[src/rtl/sobel_pkg.sv]
// Shared types and constants for the Sobel edge-detection path.
// The window index order is shared with sobel_data_buffer.
package sobel_pkg;

  localparam int unsigned PIX_W  = 8;
  localparam int unsigned GRAD_W = 11;
  localparam int unsigned MAG_W  = 11;
  localparam int unsigned ABS_W  = 10;
  localparam int unsigned WIN_N  = 9;

  localparam logic [PIX_W-1:0] THRESHOLD_DEF = 8'd128;

  // Row-major 3x3 window: top-left .. bottom-right
  localparam int unsigned IDX_TL = 0;
  localparam int unsigned IDX_TC = 1;
  localparam int unsigned IDX_TR = 2;
  localparam int unsigned IDX_ML = 3;
  localparam int unsigned IDX_MC = 4;
  localparam int unsigned IDX_MR = 5;
  localparam int unsigned IDX_BL = 6;
  localparam int unsigned IDX_BC = 7;
  localparam int unsigned IDX_BR = 8;

  typedef logic [PIX_W-1:0]         pix_t;
  typedef pix_t [WIN_N-1:0]         win_t;
  typedef logic signed [GRAD_W-1:0] grad_t;
  typedef logic [ABS_W-1:0]         gabs_t;

  // Gradients never reach -1024, so negation cannot overflow.
  function automatic gabs_t grad_abs(input grad_t g);
    grad_t n;
    n = g[GRAD_W-1] ? -g : g;
    return n[ABS_W-1:0];
  endfunction

endpackage

[src/rtl/sobel_gradient_if.sv]
// 3x3 window bundle with its valid qualifier, as produced by the line buffer.
interface sobel_gradient_if;

  sobel_pkg::win_t win;
  logic            done;

  modport master (output win, output done);
  modport slave  (input  win, input  done);

endinterface

[src/rtl/sobel_conv3x3.sv]
// Combinational horizontal/vertical Sobel gradients from one 3x3 window.
module sobel_conv3x3
  import sobel_pkg::*;
(
  sobel_gradient_if.slave win_if,
  output grad_t           gx_o,
  output grad_t           gy_o
);

  function automatic grad_t ext(input pix_t p);
    return grad_t'({{(GRAD_W-PIX_W){1'b0}}, p});
  endfunction

  grad_t gx_pos, gx_neg, gy_pos, gy_neg;

  always_comb begin
    gx_pos = ext(win_if.win[IDX_TR]) + (ext(win_if.win[IDX_MR]) <<< 1) + ext(win_if.win[IDX_BR]);
    gx_neg = ext(win_if.win[IDX_TL]) + (ext(win_if.win[IDX_ML]) <<< 1) + ext(win_if.win[IDX_BL]);
    gy_pos = ext(win_if.win[IDX_BL]) + (ext(win_if.win[IDX_BC]) <<< 1) + ext(win_if.win[IDX_BR]);
    gy_neg = ext(win_if.win[IDX_TL]) + (ext(win_if.win[IDX_TC]) <<< 1) + ext(win_if.win[IDX_TR]);
  end

  assign gx_o = gx_pos - gx_neg;
  assign gy_o = gy_pos - gy_neg;

endmodule

[src/rtl/sobel_gradient.sv]
// 3-stage Sobel magnitude pipeline with edge flag and per-frame edge-pixel counter.
module sobel_gradient
  import sobel_pkg::*;
#(
  parameter logic [PIX_W-1:0] THRESHOLD = THRESHOLD_DEF,
  parameter int unsigned      CNT_W     = 16
) (
  input  logic             clk,
  input  logic             rst,
  input  logic [7:0]       d0_i,
  input  logic [7:0]       d1_i,
  input  logic [7:0]       d2_i,
  input  logic [7:0]       d3_i,
  input  logic [7:0]       d4_i,
  input  logic [7:0]       d5_i,
  input  logic [7:0]       d6_i,
  input  logic [7:0]       d7_i,
  input  logic [7:0]       d8_i,
  input  logic             done_i,
  output logic [7:0]       grayscale_o,
  output logic             edge_o,
  output logic             done_o,
  output logic [CNT_W-1:0] edge_cnt_o,
  output logic             frame_end_o
);

  sobel_gradient_if win_if ();

  assign win_if.win  = {d8_i, d7_i, d6_i, d5_i, d4_i, d3_i, d2_i, d1_i, d0_i};
  assign win_if.done = done_i;

  grad_t gx_c, gy_c;

  sobel_conv3x3 u_conv (
    .win_if (win_if.slave),
    .gx_o   (gx_c),
    .gy_o   (gy_c)
  );

  grad_t            gx_d, gx_q, gy_d, gy_q;
  logic             v1_d, v1_q;
  gabs_t            ax_d, ax_q, ay_d, ay_q;
  logic             v2_d, v2_q;
  logic [MAG_W-1:0] sum_c;
  logic [PIX_W-1:0] gray_d, gray_q;
  logic             edge_d, edge_q;
  logic             done_d, done_q;
  logic             prev_done_d, prev_done_q;
  logic [CNT_W-1:0] cnt_d, cnt_q;

  always_comb begin
    gx_d = gx_c;
    gy_d = gy_c;
    v1_d = win_if.done;

    ax_d = grad_abs(gx_q);
    ay_d = grad_abs(gy_q);
    v2_d = v1_q;

    sum_c  = {1'b0, ax_q} + {1'b0, ay_q};
    gray_d = (sum_c > MAG_W'(255)) ? '1 : sum_c[PIX_W-1:0];
    edge_d = (gray_d >= THRESHOLD);
    done_d = v2_q;

    prev_done_d = done_q;
  end

  // Counter tracks the stage-3 outputs one cycle behind, so it has absorbed
  // the last pixel by the cycle done_o falls.
  always_comb begin
    cnt_d = cnt_q;
    if (done_q && !prev_done_q) begin
      cnt_d = CNT_W'(edge_q);
    end else if (done_q && edge_q && (cnt_q != '1)) begin
      cnt_d = cnt_q + CNT_W'(1);
    end
  end

  always_ff @(posedge clk) begin
    if (!rst) begin
      gx_q        <= '0;
      gy_q        <= '0;
      v1_q        <= 1'b0;
      ax_q        <= '0;
      ay_q        <= '0;
      v2_q        <= 1'b0;
      gray_q      <= '0;
      edge_q      <= 1'b0;
      done_q      <= 1'b0;
      prev_done_q <= 1'b0;
      cnt_q       <= '0;
    end else begin
      gx_q        <= gx_d;
      gy_q        <= gy_d;
      v1_q        <= v1_d;
      ax_q        <= ax_d;
      ay_q        <= ay_d;
      v2_q        <= v2_d;
      gray_q      <= gray_d;
      edge_q      <= edge_d;
      done_q      <= done_d;
      prev_done_q <= prev_done_d;
      cnt_q       <= cnt_d;
    end
  end

  assign grayscale_o = gray_q;
  assign edge_o      = edge_q;
  assign done_o      = done_q;
  assign edge_cnt_o  = cnt_q;
  assign frame_end_o = prev_done_q & ~done_q;

endmodule

[config.mk]
export PLATFORM = sky130hd
export DESIGN_NAME = sobel_gradient
export DESIGN_NICKNAME = d
export VERILOG_FILES = /design/src/rtl/sobel_pkg.sv /design/src/rtl/sobel_gradient_if.sv /design/src/rtl/sobel_conv3x3.sv /design/src/rtl/sobel_gradient.sv
export SDC_FILE = /design/constraint.sdc
export NUM_CORES = 1
export LEC_CHECK = 0
export BUFFER_PORTS_ARGS = -buffer_cell sky130_fd_sc_hd__buf_2
export CAP_MARGIN = 0
export CORE_ASPECT_RATIO = 0.5
export CORE_MARGIN = 5
export CORE_UTILIZATION = 38
export CTS_CLUSTER_DIAMETER = 150
export DETAILED_ROUTE_END_ITERATION = 6
export GPL_TIMING_DRIVEN = 0
export PLACE_DENSITY_LB_ADDON = 0.1
export SYNTH_ARGS = -nofsm -noshare
export SYNTH_HDL_FRONTEND = slang
export SYNTH_SLANG_ARGS = --single-unit
[constraint.sdc]
create_clock -name clk -period 4.37 [get_ports clk]
set_input_delay 0 -clock clk [delete_from_list [all_inputs] [get_ports clk]]
set_output_delay 0 -clock clk [all_outputs]
set_load 0.1 [all_outputs]
* Word level (Yosys, flattened, before mapping)
Index checks and enable logic that the tools add are counted.
Cells by class: $add $sub $neg 14, $lt $le $gt $ge 2, equality and inequality tests 1, multiplexer cells 5, bitwise operators 3, reductions and logical operators 6
Operator list (count):
- 8-bit by 9-bit adder with 10-bit output | 4
- 11-bit by 9-bit adder with 11-bit output | 3
- 11-bit subtractor | 2
- 10-bit 2-to-1 mux | 2
- 10-bit negator | 2
- 16-bit by 1-bit adder with 16-bit output, second input constant | 1
- 16-bit inequality test, second input constant | 1
- 10-bit by 10-bit adder with 11-bit output | 1
- 10-bit by 8-bit adder with 11-bit output | 1
- 11-bit by 8-bit greater-than comparator with 1-bit output, second input constant | 1
- 8-bit >= comparator, second input constant | 1
- 8-bit 2-to-1 mux | 1
- 1-bit logical AND | 3
- 1-bit 2-to-1 mux | 2
- 1-bit NOT | 2
- 2-bit nonzero test | 1
- 2-bit OR reduction | 1
- 1-bit bitwise AND | 1
- 1-bit zero test | 1
Storage, ports and cells: flip-flop bits (word level) 71, bits of input ports 75, output and inout bits 27, logic and storage cells 43

* Longest topological paths before layout
Gate-level depths: netlist of the first run.
depth after elaboration 4, mapped depth 17

* Cells and area by module
From an unflattened synthesis of the first run, not the netlist that was laid out.
Unflattened totals: cells, all modules 605, area, all modules 5541.6 um^2
By module, submodules not included:
- sobel_gradient | times used 1, cells each 331, area each 3116.7 um^2, seq. area each 1401.3 um^2
- sobel_conv3x3 | times used 1, cells each 274, area each 2424.8 um^2, seq. area each 0.0 um^2

* Least setup slack after synthesis of the first run
No wires, ideal clock.
path type input to register, start in d0_i[1], end reg gx_q[10], setup time 121 ps, arrival time 3721 ps, path slack 528 ps, cell stages on the path 16, path buffers 0, cell sequence ha_1 -> fa_1 -> a21o_1 -> a21oi_1 -> o21bai_1 -> a21oi_1 -> xor2_1 -> fa_1 -> inv_1 -> fa_1 -> inv_1 -> ha_1 -> a21boi_0 -> a311oi_1 -> o2bb2ai_1 -> mux2_2
On the way: longest elaborated chain between the ends 3
Ends and longest elaborated chain:
- start: declaration | line sobel_gradient.sv:10 | input logic [7:0] d0_i,
- 8-bit by 9-bit adder with 10-bit output | line sobel_conv3x3.sv:18 | gx_neg = ext(win_if.win[IDX_TL]) + (ext(win_if.win[IDX_ML]) <<< 1) + ext(win_if.win[IDX_BL]);
- 11-bit by 9-bit adder with 11-bit output | line sobel_conv3x3.sv:18
- 11-bit subtractor | line sobel_conv3x3.sv:23 | assign gx_o = gx_pos - gx_neg;
- end signal: assignment | line sobel_gradient.sv:93 | gx_q <= gx_d;
- end: declaration | line sobel_gradient.sv:40 | grad_t gx_d, gx_q, gy_d, gy_q;
Every way passes these cells. A chain may end at the register's enable or synchronous reset.

* Final worst setup path of the first run
Ends and elaborated chain as after synthesis.

==> results.json, run 1 <==
{
  "outcome": "finished clean",
  "crit_type": "input pin to register",
  "cts.clk_slew.worst_paths_ps": 60,
  "syn-instance-count": 665,
  "ir_worst_vdd_v": 0.000235,
  "gp_congestion": 0.880,
  "fillers": 1583,
  "rr_endpoint": "grayscale_o[4]",
  "post_dp_cell_area_um2": 6550,
  "drv_cap": 0,
  "timing.final.crit_share": 0.900,
  "rr_startpoint": "ax_q[0]",
  "period_minus_slack_ps": 3930,
  "slew_violations": 0,
  "dr.pass1.iters": 4,
  "cts_buffer_depth": 2,
  "holdPathStages": 3,
  "core_um2": 15200,
  "viasPerCell": 4.62,
  "rsz0062_at_grt": "false",
  "synthDistinctLibCells": 53,
  "root_buffer": "clkbuf_16",
  "postCtsSetupBuffers": 0,
  "grt-ovfl-total": 0,
  "synth_area_um2": 5830,
  "ys.flop_type": "dfxtp_1",
  "n_antenna_cell": 0,
  "syn_area_per_cell_um2": 8.77,
  "worstSetupEndpointType": "register",
  "finalClockSkew_ps": 6.29,
  "track_usage": 0.149,
  "hold_start": "d6_i[0]",
  "fin_tns_setup_ps": 0,
  "drive_gt1_frac": 0.160,
  "cts_buffers": 9,
  "yosysTopAreaCell": "dfxtp_1",
  "synth_top_area_frac": 0.240,
  "wl_per_cell_um": 12.8,
  "syn_nets": 845,
  "yosys_register_bits": 70,
  "h-tree-depth": 3,
  "cp_max_fo": 4,
  "synthArstFlopShare": 0,
  "grt_max_degree": 14,
  "die_area_um2": 18100,
  "holdPathEnd": "gy_q[0]",
  "clkSinkCount": 70,
  "regArea_um2": 1400,
  "final_area_um2": 6930,
  "num_vias": 4529,
  "synth_area_leaders": "dfxtp_1 24%, fa_1 14%, ha_1 14%, inv_1 7.1%, xor2_1 5.6%",
  "r2r_slack_ps": 1800,
  "grt_pass1_wl_mm": 22.1,
  "chipWidth_um": 185,
  "ios": 102,
  "insertion_delay_ps": 330,
  "yosys_warnings": 0,
  "worstMarginPinSlew_ps": 694,
  "cp.arrival_ps": 4160,
  "first_global_vias": 4688,
  "r2r_cells": 7,
  "wl_mm": 12.6,
  "critPathLaunchType": "input pin",
  "nets": 951,
  "cts_tree": "yes",
  "max_slew_margin": 0.535,
  "finalSetupViolations": 0,
  "hold_path.class": "input pin to register",
  "synth_edf_count": 0,
  "synthToLayoutAreaGrowth_pct": 18.9,
  "worstPathRequired_ps": 4600,
  "rows": 32,
  "hold_violations": 0,
  "drt_iter0_drc": 108,
  "p_leak_uw": 0.00341,
  "dp_hpwl_mm": 10.9,
  "die_h_um": 97.6,
  "antenna_found_initial": 1,
  "power_density_nw_per_um2": 614,
  "port_buffers": 93,
  "multiInputGateArea_um2": 3960,
  "seq_area_frac_synth": 0.240,
  "start_util": 0.383,
  "drc": 0,
  "fmax_mhz": 254,
  "ant_nets": 0
}
cell type report:
class / instances / area share
Buffer: 12 / 0.00830
Clock buffer: 10 / 0.0345
Clock inverter: 6 / 0.0168
Inverter: 111 / 0.0601
Multi-Input combinational cell: 472 / 0.571
Sequential cell: 70 / 0.202
Tap cell: 204 / 0.0368
Timing Repair Buffer: 95 / 0.0700
what timing repair did:
| item | in CTS | in global routing |
|---|---|---|
| gates resized for setup | 0 | 1 |
| setup endpoints to repair | 0 | 1 |
| hold endpoints to repair | 2 | 0 |
| hold buffers | 2 | 0 |
report_power, final:
part / internal (uW) / leakage (uW) / switching, uW
sequential: 852 / 0.000578 / 122
clock: 577 / 0.000174 / 269
combinational: 969 / 0.00266 / 1470
total: 2400 / 0.00341 / 1860
registers in the layout (all words and copies together), names as in the netlist:
| name | flops |
|---|---|
| ax_q | 10 |
| ay_q | 10 |
| done_d | 1 |
| done_o | 1 |
| edge_cnt_o | 16 |
| grayscale_o | 8 |
| gx_q | 11 |
| gy_q | 11 |
| prev_done_q | 1 |
| v1_q | 1 |
worst max-delay path by stage:
stage,startpoint,endpoint,slack [ps],depth (start not counted)
2_1_floorplan,d0_i[1],gx_q[10],530,16
3_3_place_gp,d2_i[1],gx_q[10],30,17
3_5_place_dp,d0_i[1],gx_q[10],-10,17
4_1_cts,d0_i[1],gx_q[10],340,17
5_1_grt,d0_i[1],gx_q[10],100,17
6_report,d0_i[1],gx_q[10],440,17
metal layers:
| layer | wire length, um | global-route usage | vias up |
|---|---|---|---|
| met5 | 7 | 0 | - |
| met4 | 157 | 0.0395 | 2 |
| met3 | 730 | 0.0415 | 13 |
| met2 | 5260 | 0.228 | 101 |
| met1 | 6410 | 0.208 | 1987 |
| li1 | - | - | 2426 |
metrics by stage:
stage	instances	hold WS, ps	power [uW]	utilization	setup WS, ps
finish	980	40.6	4260	0.456	435
global route	980	46.7	4690	0.456	95.7
CTS	980	28.5	4310	0.455	343
detailed placement	962	233	3430	0.431	-9.73
global placement	962	235	3420	0.431	30.8
floorplan	665	127	2930	-	528
critical path: stages:
cell       delay [ps]
buf_2             110
ha_1              230
fa_1              410
a21o_1            200
a21oi_1           280
o21bai_1          120
a21oi_1           180
xor2_1            120
fa_1              510
inv_1              50
fa_1              490
inv_1              40
ha_1              350
a21boi_0          180
a311oi_2          340
o2bb2ai_1         190
mux2_2            350
layout by cell type, fill, tap and decap left out, drive strengths merged, types with 7 or more instances in the layout:
cell type	synthesis	routed
nand3	14	14
nand2	28	28
nand2b	10	10
o21a	9	9
nor2	68	68
inv	111	113
o31ai	7	7
buf	5	98
ha	63	63
o21ai	24	24
a31oi	7	7
a211oi	9	9
clkbuf	7	17
xor2	37	37
a21o	16	16
nor3	9	9
dfxtp	70	70
a21oi	28	28
fa	42	42
nand4	7	7
xnor2	24	24
cell families after synthesis:
family | synth area share
flip-flops | 0.240
adder cells (fa/ha/maj) | 0.279
AO/OA/AOI/OAI | 0.147
AND/OR/NAND/NOR | 0.149
buffers and inverters | 0.0813
multiplexers | 0.0105
XOR/XNOR | 0.0916
cell usage after synthesis (10+ instances only):
library cell / count
o21ai_0: 23
xor2_1: 37
nand2b_1: 10
dfxtp_1: 70
a21o_1: 16
ha_1: 63
nand2_1: 28
a21oi_1: 28
nor2_1: 68
xnor2_1: 24
fa_1: 42
inv_1: 111
nand3_1: 14
(Power assumes the default switching activity.)
==> inputs of run 2 (changes only) <==
--- a/config.mk
+++ b/config.mk
@@ -5,7 +5,7 @@
 export SDC_FILE = /design/constraint.sdc
 export NUM_CORES = 1
 export LEC_CHECK = 0
-export BUFFER_PORTS_ARGS = -buffer_cell sky130_fd_sc_hd__buf_2
+export BUFFER_PORTS_ARGS = -buffer_cell sky130_fd_sc_hd__buf_4
 export CAP_MARGIN = 0
 export CORE_ASPECT_RATIO = 0.5
 export CORE_MARGIN = 5
==> constraint.sdc (replaced) <==
create_clock -name clk -period 4.3 [get_ports clk]
set_input_delay 0 -clock clk [delete_from_list [all_inputs] [get_ports clk]]
set_output_delay 0 -clock clk [all_outputs]
set_load 0.1 [all_outputs]
==> results.json, run 2 (same netlist as run 1, synthesis figures left out) <==
{
  "viasPerCell": 4.73,
  "holdPathStages": 3,
  "nets": 951,
  "drv_cap": 0,
  "r2r_cells": 7,
  "drc": 0,
  "cp_max_fo": 4,
  "grt_pass1_wl_mm": 21.7,
  "synthToLayoutAreaGrowth_pct": 21.3,
  "insertion_delay_ps": 320,
  "outcome": "finished clean",
  "wl_per_cell_um": 13.1,
  "antenna_found_initial": 0,
  "track_usage": 0.145,
  "cts_tree": "yes",
  "start_util": 0.383,
  "fmax_mhz": 251,
  "hold_start": "d6_i[0]",
  "grt_max_degree": 12,
  "root_buffer": "clkbuf_16",
  "worstSetupEndpointType": "register",
  "r2r_slack_ps": 1760,
  "crit_type": "input pin to register",
  "finalSetupViolations": 0,
  "num_vias": 4627,
  "dp_hpwl_mm": 11.1,
  "cts.clk_slew.worst_paths_ps": 50,
  "ant_nets": 0,
  "core_um2": 15200,
  "cts_buffer_depth": 2,
  "ios": 102,
  "largest_register_ffs": 16,
  "worstMarginPinSlew_ps": 694,
  "worstPathRequired_ps": 4510,
  "dr.pass1.iters": 4,
  "gp_congestion": 0.847,
  "cp.arrival_ps": 4200,
  "fin_tns_setup_ps": 0,
  "whs_ps": 13.1,
  "final_common_cell": "inv_1",
  "grt-ovfl-total": 0,
  "n_antenna_cell": 0,
  "h-tree-depth": 3,
  "critPathLaunchType": "input pin",
  "port_buffers": 93,
  "die_area_um2": 18100,
  "rr_endpoint": "grayscale_o[4]",
  "holdPathEnd": "gy_q[0]",
  "rsz0062_at_grt": "false",
  "max_slew_margin": 0.535,
  "first_global_vias": 4653,
  "rows": 32,
  "cts_buffers": 9,
  "drt_iter0_drc": 108,
  "total_power_uw": 4180,
  "pre_cts_ws_ps": -57.8,
  "slew_violations": 0,
  "chipWidth_um": 185,
  "hold_violations": 0,
  "rr_startpoint": "ax_q[0]",
  "finalClockSkew_ps": 5.28,
  "layout_setup_ws_ps": 310,
  "die_h_um": 97.6,
  "ir_worst_vdd_v": 0.000207,
  "postCtsSetupBuffers": 0,
  "clkSinkCount": 70,
  "wl_mm": 12.8,
  "power_density_nw_per_um2": 590,
  "period_minus_slack_ps": 3990,
  "p_leak_uw": 0.00343,
  "drive_gt1_frac": 0.158,
  "final_cell_mix": "111 x inv_1, 94 x buf_4, 70 x dfxtp_1, 68 x nor2_1, 63 x ha_1",
  "timing.final.crit_share": 0.928,
  "hold_path.class": "input pin to register"
}
-- run 2: worst max-delay path by stage --
| stage | from | endpoint | slack, ps | cells past startpoint |
|---|---|---|---|---|
| final | d0_i[1] | gx_q[10] | 310 | 17 |
| after global routing | d2_i[1] | gx_q[10] | 90 | 17 |
| after CTS | d2_i[1] | gx_q[10] | 280 | 17 |
| after detailed placement | d2_i[1] | gx_q[10] | -60 | 17 |
| after global placement | d2_i[1] | gx_q[10] | -60 | 17 |
| after floorplan | d0_i[1] | gx_q[10] | 460 | 16 |
-- run 2: what timing repair did --
item	CTS	global route
endpoints found under the setup margin	0	1
hold buffers	2	0
gates resized for setup	0	1
endpoints found under the hold margin	2	0
-- run 2: area by class of cell --
class	instances	area, um2
repair buffers	95	718
clock inverters	4	25.0
clock buffers	10	239
well taps	204	255
multi-input cells	472	3960
plain buffers	12	57.6
flip-flops and latches	70	1400
inverters	111	417
fillers	1541	8140
-- run 2: report_power, final --
group | switching [uW] | total (uW) | internal, uW | leakage (uW)
sequential | 122 | 988 | 866 | 0.000578
combinational | 1510 | 2540 | 1030 | 0.00272
clock | 249 | 645 | 396 | 0.000126
total | 1880 | 4180 | 2290 | 0.00343
-- run 2: worst max-delay path, stage by stage --
cell and delay (ps):
buf_4 120, ha_1 230, fa_1 410, a21o_1 200
a21oi_1 290, o21bai_1 130, a21oi_1 200, xor2_1 120
fa_1 510, inv_1 50, fa_1 500, inv_1 40
ha_1 350, a21boi_0 170, a311oi_2 330, o2bb2ai_1 200
mux2_2 360
-- run 2: per-layer routing --
metal  up-vias  global-route usage  routed length [um]
met5         -                   0                   0
met2       100               0.226                5400
met1      2095               0.205                6530
met3        13              0.0378                 744
met4         0              0.0242                  98
li1       2419                   -                   -
-- run 2: per-stage QoR --
stage,instances,utilization,cell area (um2)
final,978,0.465,7070
after global routing,978,0.465,7070
after CTS,978,0.465,7070
after detailed placement,962,0.446,6780
after global placement,962,0.446,6780
after floorplan,665,-,5830
